### src/rtl/exe_mem_stage_reg.sv
`default_nettype none
// ============================================================================
// Module   : exe_mem_stage_reg
// Purpose  : Elastic EXE/MEM pipeline register. Captures ALU result, store
//            data, destination register, write controls and branch target,
//            resolves the 8-way branch condition at accept time and counts
//            taken branches retired into MEM.
// Build    : define EXE_MEM_SKID_EN for a two-entry version with a skid
//            register and a registered exe_ready. Default build is a single
//            register with a combinational exe_ready.
// Ports    : clk/clr          clock, asynchronous active-high reset
//            exe_valid/ready  EXE-side handshake
//            exe_*            entry fields and ALU flags from EXE
//            flush            synchronous kill of all held entries
//            mem_valid/ready  MEM-side handshake
//            mem_*            entry fields to MEM (controls gated by valid)
//            branch_cnt       wrapping count of taken branches retired
// Revision : 1.0 - initial parametrised elastic release
// ============================================================================
module exe_mem_stage_reg #(
  parameter int DATA_W = 32,
  parameter int RN_W   = 5,
  parameter int PC_W   = 32,
  parameter int CNT_W  = 16
) (
  input  logic              clk,
  input  logic              clr,
  input  logic              exe_valid,
  output logic              exe_ready,
  input  logic              exe_wreg,
  input  logic              exe_m2reg,
  input  logic              exe_wmem,
  input  logic [DATA_W-1:0] exe_alu,
  input  logic [DATA_W-1:0] exe_b,
  input  logic [RN_W-1:0]   exe_rn,
  input  logic              exe_z,
  input  logic              exe_neg,
  input  logic [2:0]        exe_bcond,
  input  logic [PC_W-1:0]   exe_bpc,
  input  logic              flush,
  output logic              mem_valid,
  input  logic              mem_ready,
  output logic              mem_wreg,
  output logic              mem_m2reg,
  output logic              mem_wmem,
  output logic              mem_branch,
  output logic [DATA_W-1:0] mem_alu,
  output logic [DATA_W-1:0] mem_b,
  output logic [RN_W-1:0]   mem_rn,
  output logic [PC_W-1:0]   mem_bpc,
  output logic [CNT_W-1:0]  branch_cnt
);

  localparam int ENT_W = 4 + 2 * DATA_W + RN_W + PC_W;

  localparam logic [2:0] BC_NONE = 3'b000;
  localparam logic [2:0] BC_BEQ  = 3'b001;
  localparam logic [2:0] BC_BNE  = 3'b010;
  localparam logic [2:0] BC_BLEZ = 3'b011;
  localparam logic [2:0] BC_BGTZ = 3'b100;
  localparam logic [2:0] BC_BLTZ = 3'b101;
  localparam logic [2:0] BC_BGEZ = 3'b110;
  localparam logic [2:0] BC_ALW  = 3'b111;

  logic              w_taken;
  logic              w_accept;
  logic              w_xfer;
  logic [ENT_W-1:0]  w_in_ent;
  logic [ENT_W-1:0]  r_main;
  logic              r_main_valid;
  logic              w_wreg, w_m2reg, w_wmem, w_branch;
  logic [CNT_W-1:0]  r_cnt;

  // Branch outcome is resolved once, at accept, and travels with the entry.
  always_comb begin
    w_taken = 1'b0;
    case (exe_bcond)
      BC_NONE: w_taken = 1'b0;
      BC_BEQ:  w_taken = exe_z;
      BC_BNE:  w_taken = ~exe_z;
      BC_BLEZ: w_taken = exe_z | exe_neg;
      BC_BGTZ: w_taken = ~exe_z & ~exe_neg;
      BC_BLTZ: w_taken = exe_neg;
      BC_BGEZ: w_taken = ~exe_neg;
      BC_ALW:  w_taken = 1'b1;
      default: w_taken = 1'b0;
    endcase
  end

  assign w_in_ent = {exe_wreg, exe_m2reg, exe_wmem, w_taken,
                     exe_alu, exe_b, exe_rn, exe_bpc};
  assign w_accept = exe_valid & exe_ready;
  assign w_xfer   = r_main_valid & mem_ready;

`ifdef EXE_MEM_SKID_EN
  logic             r_skid_valid;
  logic [ENT_W-1:0] r_skid;
  logic             r_ready;
  logic             w_main_free;

  // exe_ready tracks "skid empty" as its own flop, so mem_ready never
  // reaches it combinationally. An accept is only possible while the skid
  // is empty, so the skid never needs to take a new entry while draining.
  assign exe_ready   = r_ready;
  assign w_main_free = ~r_main_valid | mem_ready;

  always_ff @(posedge clk or posedge clr) begin
    if (clr) begin
      r_main_valid <= 1'b0;
      r_main       <= '0;
      r_skid_valid <= 1'b0;
      r_skid       <= '0;
      r_ready      <= 1'b1;
    end else if (flush) begin
      // Data registers keep their contents so outputs hold their last value.
      r_main_valid <= 1'b0;
      r_skid_valid <= 1'b0;
      r_ready      <= 1'b1;
    end else if (w_main_free) begin
      if (r_skid_valid) begin
        r_main       <= r_skid;
        r_main_valid <= 1'b1;
        r_skid_valid <= 1'b0;
        r_ready      <= 1'b1;
      end else if (w_accept) begin
        r_main       <= w_in_ent;
        r_main_valid <= 1'b1;
      end else begin
        r_main_valid <= 1'b0;
      end
    end else if (w_accept) begin
      r_skid       <= w_in_ent;
      r_skid_valid <= 1'b1;
      r_ready      <= 1'b0;
    end
  end
`else
  assign exe_ready = mem_ready | ~r_main_valid;

  always_ff @(posedge clk or posedge clr) begin
    if (clr) begin
      r_main_valid <= 1'b0;
      r_main       <= '0;
    end else if (flush) begin
      r_main_valid <= 1'b0;
    end else if (w_accept) begin
      r_main       <= w_in_ent;
      r_main_valid <= 1'b1;
    end else if (w_xfer) begin
      r_main_valid <= 1'b0;
    end
  end
`endif

  assign {w_wreg, w_m2reg, w_wmem, w_branch, mem_alu, mem_b, mem_rn, mem_bpc} = r_main;

  assign mem_valid  = r_main_valid;
  assign mem_wreg   = w_wreg   & r_main_valid;
  assign mem_m2reg  = w_m2reg  & r_main_valid;
  assign mem_wmem   = w_wmem   & r_main_valid;
  assign mem_branch = w_branch & r_main_valid;

  // A completed MEM handshake retires the entry, so it is counted even if a
  // flush arrives in the same cycle; flush itself never touches the count.
  always_ff @(posedge clk or posedge clr) begin
    if (clr) begin
      r_cnt <= '0;
    end else if (w_xfer & w_branch) begin
      r_cnt <= r_cnt + CNT_W'(1);
    end
  end

  assign branch_cnt = r_cnt;

endmodule
`default_nettype wire

### config.mk
export PLATFORM = sky130hd
export DESIGN_NAME = exe_mem_stage_reg
export DESIGN_NICKNAME = d
export VERILOG_FILES = /design/src/rtl/exe_mem_stage_reg.sv
export SDC_FILE = /design/constraint.sdc
export NUM_CORES = 1
export LEC_CHECK = 0
export ABC_AREA = 1
export CAP_MARGIN = 40
export CELL_PAD_IN_SITES_DETAIL_PLACEMENT = 0
export CELL_PAD_IN_SITES_GLOBAL_PLACEMENT = 2
export CORE_UTILIZATION = 30
export CTS_CLUSTER_DIAMETER = 150
export CTS_CLUSTER_SIZE = 20
export DETAILED_ROUTE_END_ITERATION = 8
export DONT_BUFFER_PORTS = 1
export GPL_TIMING_DRIVEN = 1
export PLACE_DENSITY = 0.74
export SYNTH_ARGS = -nofsm -noshare
export SYNTH_HDL_FRONTEND = slang
export SYNTH_SLANG_ARGS = --single-unit
### constraint.sdc
create_clock -name clk -period 10.6 [get_ports clk]
set_input_delay 1.06 -clock clk [delete_from_list [all_inputs] [get_ports clk]]
set_output_delay 1.06 -clock clk [all_outputs]
set_load 0.05 [all_outputs]
Yosys cells after proc, flatten, opt, wreduce, memory -nomap -nowiden. Index checks and enable logic that the tools add are counted.

Flip-flop bits (word level): 122. Bits in latches: 0. Memory bits (writable): 0. Memory bits (read-only): 0. Input port bits: 114. Output and inout bits: 123. Word-level logic and storage cells: 32. Memories kept: 0.

Add/sub/neg operators: 1. $mul: 0. Div/mod/pow operators: 0. Order comparisons: 0. Equality and inequality tests: 7. Shift operators: 0. Multiplexer cells: 4. Bitwise gates (word level): 14. Reductions and logical operators: 3.

Operator list (number): $add A16 B1 Y16 const B (1); $eq A3 B3 Y1 const B (4); $and A1 B1 Y1 (8); $pmux W1 S8 (1); $eq A3 B2 Y1 const B (2); $not A1 Y1 (4); $eq A3 B1 Y1 const B (1); $logic_not A3 Y1 (1); $mux W1 (3); $reduce_bool A3 Y1 (1); $or A1 B1 Y1 (2); $reduce_and A2 Y1 (1).

Logic depth before layout (Yosys ltp). Gate-level depths: netlist (run 1).

Depth after elaboration: 5. Gate-level depth with buffers: 8. Gate-level depth less buffers: 8.

Least setup slack after synthesis (run 1). No wires, ideal clock.

Kind: input to output. Start: in mem_ready. End: out exe_ready. Arrival time: 1517 ps. Required time: 9540 ps. Path slack: 8023 ps. Cell stages on the path: 2. Cells stage by stage: nor2_1 > inv_1.

Cells in the longest elaborated chain, start to end: 1.

Ends and longest elaborated chain: from (decl) (line 42) `input logic mem_ready,`; $or A1 B1 Y1 (line 138) `assign exe_ready = mem_ready | ~r_main_valid;`; to (decl) (line 29) `output logic exe_ready,`.

Every way passes these cells.

Worst setup path in the final report (run 1).
Start: reg r_main_valid (netlist: mem_valid). End: out exe_ready.

Cells in the longest elaborated chain, start to end: 2.

Ends and longest elaborated chain: from (decl) (line 70) `logic r_main_valid;`; from (signal assigned) (line 142) `r_main_valid <= 1'b0;`; from (signal assigned) (line 145) `r_main_valid <= 1'b0;`; from (signal assigned) (line 148) `r_main_valid <= 1'b1;`; $not A1 Y1 (line 138); $or A1 B1 Y1 (line 138).

Every way passes these cells.

==> impl_summary.log, run 1 <==
INFO  metric worst_setup_path_start_kind = flop
INFO  metric ys.flop_type = dfrtp_1
INFO  metric holdCritPathClass = reg -> reg
INFO  metric numCtsBuffers = 17
INFO  metric cts_repair_resize_count = 0
INFO  metric synthesized_area_fraction_occupied_by_ao_oa_aoi_and_oai_cells = 0.448%
INFO  metric floorplan.die.width = roughly 140 microns
INFO  metric cts_setup_buffers = 0
INFO  metric power.leakage = between 0.003 and 0.004 uW
INFO  metric io_buffers = 0
INFO  metric clk_latency = 0.41 ns
INFO  metric whs_path_depth = 2
INFO  metric finish.net_count = just under 700
INFO  metric areaGrowthSynthToFinish = 0.851%
INFO  metric rsz_0062_raised_after_global_routing = false
INFO  metric synthesis.yosys.warnings = 0
INFO  metric cts-htree-levels = 4
INFO  metric yosys.area_share.simple = 26.2%
INFO  metric grt.overflow.total = 0
INFO  metric timing.reg2reg.worst_path_depth = 9
INFO  metric post-route-min-period = between 2 and 3 ns
INFO  metric gp_congestion = 0.741
INFO  metric via_count_of_the_first_global_routing_pass = 3635
INFO  metric worst_slew_margin_rel = 46.6%
INFO  metric antenna-diode-count = 0
INFO  metric failed_checks = DRC
INFO  metric drv_cap = 0
INFO  metric grt_antenna_before_repair = 0
INFO  metric synthArstFlopShare = 100%
INFO  metric synth_seq_cells = 122
INFO  metric synth_enable_flop_cells = 0
INFO  metric status = complete, but fails checks
INFO  metric crit_arrival = approximately 1.8 ns
INFO  metric clock.fmax = about 0.35 GHz
INFO  metric die-area = 19200 sq um
INFO  metric post_drt_wl_per_cell = between 15 and 20 microns
INFO  metric yosysUniqueCellTypes = 20
INFO  metric final_total_power = 1460 uW
INFO  metric post_cts_hold_buffer_count = 0
INFO  metric drc = 34
INFO  metric clock_sink_count = 122
INFO  metric num_vias = about 3500
INFO  metric critPathMaxFanout = 7
INFO  metric drt_wl_total = 12100 microns
INFO  metric vdd_drop_max = ~0.10 mV
INFO  metric most_frequent_cells_after_synthesis = nand2_1, dfrtp_1, buf_4
INFO  metric synth_xor_area_share = around 1.7%
INFO  metric maximum_clock_insertion_buffer_count = 2
INFO  metric grt_max_degree = between 70 and 80
INFO  metric drive_above_1_share = 6.79%
INFO  metric number_of_nets_produced_by_synthesis = between 700 and 800
INFO  metric summed_instance_area_of_the_synthesized_netlist = approximately 5600 sq um
INFO  metric timing.critical_path.to_type = primary output
INFO  metric initialDrtViolationCount = roughly 150
INFO  metric num_rows = 49
INFO  metric post_drt_via_cell_ratio = around 4.3
INFO  metric clk_transition_reported_paths = roughly 0.050 ns
INFO  metric fillers = 1919
INFO  metric yosys.area.top_type_share = between 50% and 60%
INFO  metric syn-mean-instance-area = roughly 8.4 sq um
INFO  metric dp_hpwl = approximately 8400 microns
INFO  metric timing.final.setup_violations = 0
INFO  metric final.setup.tns = 0 ns
INFO  metric combinational_family_with_the_most_area_after_synthesis = simple AND/OR/NAND/NOR gates
INFO  metric power.density = approximately 260 nW/um^2
INFO  metric grt_pass1_wl = 19600 microns
INFO  metric route.antenna.remaining_nets = 0
INFO  metric final_hold_viol_count = 0
INFO  metric worst-setup-path-type = reg -> out
INFO  metric fp.coreArea = between 15000 and 20000 sq um
INFO  metric yosys.cell_count.top_type = nand2_1
INFO  metric initial_core_util = between 30% and 40%
INFO  metric cts_tree = yes
INFO  metric timing_worst_slew_pin_value = 0.801 ns
INFO  metric synth_area_leaders = dfrtp_1, nand2_1, buf_4
INFO  metric chipHeight = 138 microns
INFO  metric final.hold.worst_slack = ~0.47 ns
INFO  metric num_io_pins = between 200 and 250
INFO  metric synth_fa_ha_area_share = 0.224%
INFO  metric clock-skew-final = 0.00554 ns
INFO  metric seq_area_frac_synth = between 50% and 60%
INFO  metric layout_worst_path_cycle_share = 26.8%
INFO  metric syn_inst = roughly 660
INFO  metric final_max_slew_viols = 0
INFO  metric global_route.usage.total = between 10% and 20%
INFO  metric leading_area_contributor_after_synthesis = dfrtp_1
INFO  metric drtPass1Iterations = 6
INFO  metric synth.mux.area_fraction = 0%
INFO  metric required = between 9 and 10 ns
INFO  metric clockRootBuffer = clkbuf_16
[logic make-up (layout without fill, tap and decap cells)]
family / after synthesis / count (layout)
XOR/XNOR: 11 / 11
buffers and inverters: 144 / 55
AO/OA/AOI/OAI: 5 / 5
flip-flops: 122 / 122
adder cells (fa/ha/maj): 1 / 1
AND/OR/NAND/NOR: 380 / 380
[final cells by class]
cell class                      instances  area, sq um  share of cell area (%)
Tap cell                              229          287                    5.08
Timing Repair Buffer                    5         70.1                    1.24
Sequential cell                       122         3050                    54.2
Clock buffer                           21          470                    8.35
Multi-Input combinational cell        397         1600                    28.4
Clock inverter                          8         72.6                    1.29
Inverter                               21         82.6                    1.47
[state kept, by name, summed over array words and instances, names as in the netlist]
signal      count
mem_valid       1
r_main        105
branch_cnt     16
[worst paths after layout]
check                             from             to  slack, ns
max                          mem_valid      exe_ready       7.76
min                        r_main[103]    r_main[103]       0.47
max reg2reg                  mem_valid    r_main[100]       8.16
min reg2reg                r_main[103]    r_main[103]       0.47
max in group asynchronous          clr  branch_cnt[4]       8.62
min in group asynchronous          clr     r_main[63]       0.64
[critical path: stages (launching register included)]
cell and delay, ns:
dfrtp_1 0.82, inv_2 0.06, nor2_1 0.22, inv_1 0.28
[routing by layer]
metal  track usage [%]  wire length, microns
met5                 0                     0
met4              6.33                   231
met3              7.10                  1490
met2              21.0                  5510
met1              14.7                  4860
[power by group]
| group | internal [uW] | switching (uW) |
|---|---|---|
| logic | 34.5 | 64.4 |
| registers | 528 | 293 |
| clock network | 335 | 202 |
| total | 898 | 560 |
[placed cells by master (no fill, tap or decap), drive strengths merged]
cell      netlist  final
xor2            6      6
nand4           3      3
clkinv          0      5
nand3b          1      1
dfrtp         122    122
o21ai           3      3
ha              1      1
xnor2           5      5
inv            21     20
nand2         347    347
nor2           21     21
bufinv          0      1
clkinvlp        0      3
nand3           6      6
clkbuf         10     21
a21oi           2      2
nor3            2      2
buf           113      5
[per-stage QoR]
stage               instances  utilization [%]  cell area [sq um]  worst slack, ns
floorplan                 663                -               5590             6.30
global placement          772             27.9               5040             7.49
detailed placement        774             28.2               5090             7.89
CTS                       803             31.2               5640             7.67
global route              803             31.2               5640             7.61
finish                    803             31.2               5640             7.76
Note: power is estimated with default switching activity, not from simulation.
==> inputs of run 2 (changes only) <==
clock period = 2.96 ns   (was 10.6 ns; I/O delays follow)
==> run 2 against run 1 <==
  * Largest cell class unchanged
  * Critical path type is now reg -> reg
  * Sequential share of layout area fell by 8.4 points
  * Sequential power rose to 3.5 times the previous value
  * Critical path depth up 4
  * The run still ends with DRC left
  * Routed wire length rose by 8.3%
==> impl_summary.log, run 2 (synthesis gave the netlist of run 1 again) <==
INFO  metric initialDrtViolationCount = 171 (was 148)
INFO  metric drc = 32 (was 34)
INFO  metric worst_slew_margin_rel = 56.7% (was 46.6%)
INFO  metric most_common_cell_after_layout_fill_and_taps_aside = nand2_1 (unchanged)
INFO  metric timing_worst_slew_pin_value = 0.650 ns (was 0.801 ns)
INFO  metric via_count_of_the_first_global_routing_pass = 4068 (was 3635)
INFO  metric rsz_0062_raised_after_global_routing = false (unchanged)
INFO  metric worst-setup-path-type = reg -> reg (was reg -> out)
INFO  metric global_route.usage.total = 14.2% (was 13.3%)
INFO  metric areaGrowthSynthToFinish = 19.5% (was 0.851%)
INFO  metric timing.final.setup_violations = 0 (unchanged)
INFO  metric worst_setup_path_start_kind = flop (unchanged)
INFO  metric final.hold.worst_slack = 0.0184 ns (was 0.472 ns)
INFO  metric num_rows = 49 (unchanged)
INFO  metric internal_power = 3620 uW (was 898 uW)
INFO  metric largest_register_ff_count = 105 (unchanged)
INFO  metric initial_core_util = 30.9% (unchanged)
INFO  metric cts_repair_resize_count = 0 (unchanged)
INFO  metric grt_antenna_before_repair = 0 (unchanged)
INFO  metric cts_setup_buffers = 0 (unchanged)
INFO  metric antenna-diode-count = 0 (unchanged)
INFO  metric gp_congestion = 0.733 (was 0.741)
INFO  metric final.setup.tns = 0 ns (unchanged)
INFO  metric drv_cap = 0 (unchanged)
INFO  metric fp.coreArea = 18100 sq um (unchanged)
INFO  metric post-route-min-period = a little over 2 ns
INFO  metric holdCritPathClass = in -> reg (was reg -> reg)
INFO  metric post_drt_via_cell_ratio = 4.28 (was 4.33)
INFO  metric registers.top_by_ff_count = r_main (unchanged)
INFO  metric clock_sink_count = 122 (unchanged)
INFO  metric power.leakage = 0.00345 uW (was 0.00301 uW)
INFO  metric switchingPower = 2060 uW (was 560 uW)
INFO  metric io_buffers = 0 (unchanged)
INFO  metric grt_pass1_wl = 21000 microns (was 19600 microns)
INFO  metric clock.fmax = 0.487 GHz
INFO  metric crit_arrival = 2.34 ns (was 1.78 ns)
INFO  metric vdd_drop_max = 0.356 mV (was 0.104 mV)
INFO  metric final_hold_viol_count = 0 (unchanged)
INFO  metric chipHeight = 138 microns (unchanged)
INFO  metric grt.overflow.total = 0 (unchanged)
INFO  metric final_max_slew_viols = 0 (unchanged)
INFO  metric layout_worst_path_cycle_share = a little over two thirds
INFO  metric drive_above_1_share = 6.43% (was 6.79%)
INFO  metric num_io_pins = 237 (unchanged)
INFO  metric route.antenna.remaining_nets = 0 (unchanged)
INFO  metric pwr-share-comb = 9.6% (was 6.8%)
INFO  metric seqPwrFrac = 50.7% (was 56.3%)
INFO  metric cts_tree = yes (unchanged)
INFO  metric drt_wl_total = 13100 microns (was 12100 microns)
INFO  metric cts-htree-levels = 4 (unchanged)
INFO  metric power.clock.fraction = 39.7% (was 36.9%)
INFO  metric maximum_clock_insertion_buffer_count = 2 (unchanged)
INFO  metric clk_latency = 0.41 ns (about the same)
INFO  metric clk_transition_reported_paths = 0.05 ns (about the same)
INFO  metric critPathMaxFanout = 37 (was 7)
INFO  metric required = 3.25 ns (was 9.54 ns)
INFO  metric timing.critical_path.to_type = flop (was primary output)
INFO  metric clockRootBuffer = clkbuf_16 (unchanged)
INFO  metric clock-skew-final = 0.00603 ns (was 0.00554 ns)
INFO  metric dp_hpwl = 8210 microns (was 8360 microns)
INFO  metric numCtsBuffers = 17 (unchanged)
INFO  metric post_drt_wl_per_cell = 14.6 microns (was 15.1 microns)
INFO  metric finish.net_count = 771 (was 679)
INFO  metric proportion_of_total_power_due_to_net_switching = 36.2% (was 38.4%)
INFO  metric floorplan.die.width = 138 microns (unchanged)
INFO  metric status = complete, but fails checks (unchanged)
INFO  metric failed_checks = DRC (unchanged)
INFO  metric layout_common_cells = nand2_1, dfrtp_1, dlygate4sd3_1 (was nand2_1, dfrtp_1, nor2_1)
INFO  metric grt_max_degree = 123 (was 79)
INFO  metric die-area = 19200 sq um (unchanged)
INFO  metric drtPass1Iterations = 7 (was 6)
INFO  metric power.density = 850 nW/um^2 (was 259 nW/um^2)
INFO  metric num_vias = 3843 (was 3474)
-- run 2: cell count changes in the layout (fill, tap and decap cells not counted), sizes merged --
cell | previous run | this run
dlygate4sd3 | 0 | 90
bufinv | 1 | 4
buf | 5 | 7
clkbuf | 21 | 23
clkinv | 5 | 4
inv | 20 | 19
-- run 2: final timing paths --
kind,start,endpoint,slack [ns],cells after the start
min in group asynchronous,clr,r_main[24],0.56,3
setup / recovery,mem_valid,r_main[26],0.90,7
max in group asynchronous,clr,r_main[83],1.91,3
hold / removal,exe_alu[31],r_main[100],0.02,2
hold reg to reg,r_main[102],r_main[102],0.48,2
setup reg to reg,mem_valid,r_main[26],0.90,7
-- run 2: final cells by class --
type	count	area, sq um
clock buffer	23	488
clock inverter	9	161
fill	1756	11400
inverter	21	83.8
multi-input combinational	397	1600
sequential	122	3050
tap	229	287
timing repair buffer	97	1000
-- run 2: repair_timing --
action | 4_1_cts | 5_1_grt
hold endpoints to repair | 186 | 0
hold buffers | 90 | 0
setup endpoints to repair | 0 | 0
-- run 2: metrics by stage --
stage          util (%)  cells  cell area [sq um]  setup slack [ns]  total power [uW]
3_3_place_gp       28.3    776               5130             0.899              3350
2_1_floorplan         -    663               5590              1.17              3510
4_1_cts            36.9    898               6680             0.856              5740
3_5_place_dp       28.3    776               5130             0.863              3370
6_report           36.9    898               6680             0.905              5670
5_1_grt            36.9    898               6680             0.734              5910
-- run 2: power by group through the flow --
stage	Clock, uW	Combinational (uW)	Sequential (uW)
final	2250	546	2880
after global routing	2380	624	2910
after CTS	2310	556	2880
after detailed placement	0	461	2910
after global placement	0	438	2910
after floorplan	0	1360	2150
-- run 2: layer usage --
| metal | GRT usage, % | part of all wire, % |
|---|---|---|
| met1 | 14.6 | 39 |
| met2 | 24.8 | 50 |
| met3 | 6.34 | 9.4 |
| met4 | 6.15 | 2.2 |
| met5 | 0 | 0 |
-- run 2: critical path: stages, from the launching register on --
cell and delay, ns:
dfrtp_1 0.63, inv_2 0.11, nor2_1 0.07, nor3_4 0.19, clkinv_2 0.41, buf_12 0.33, nand2_1 0.10, nand2_1 0.06
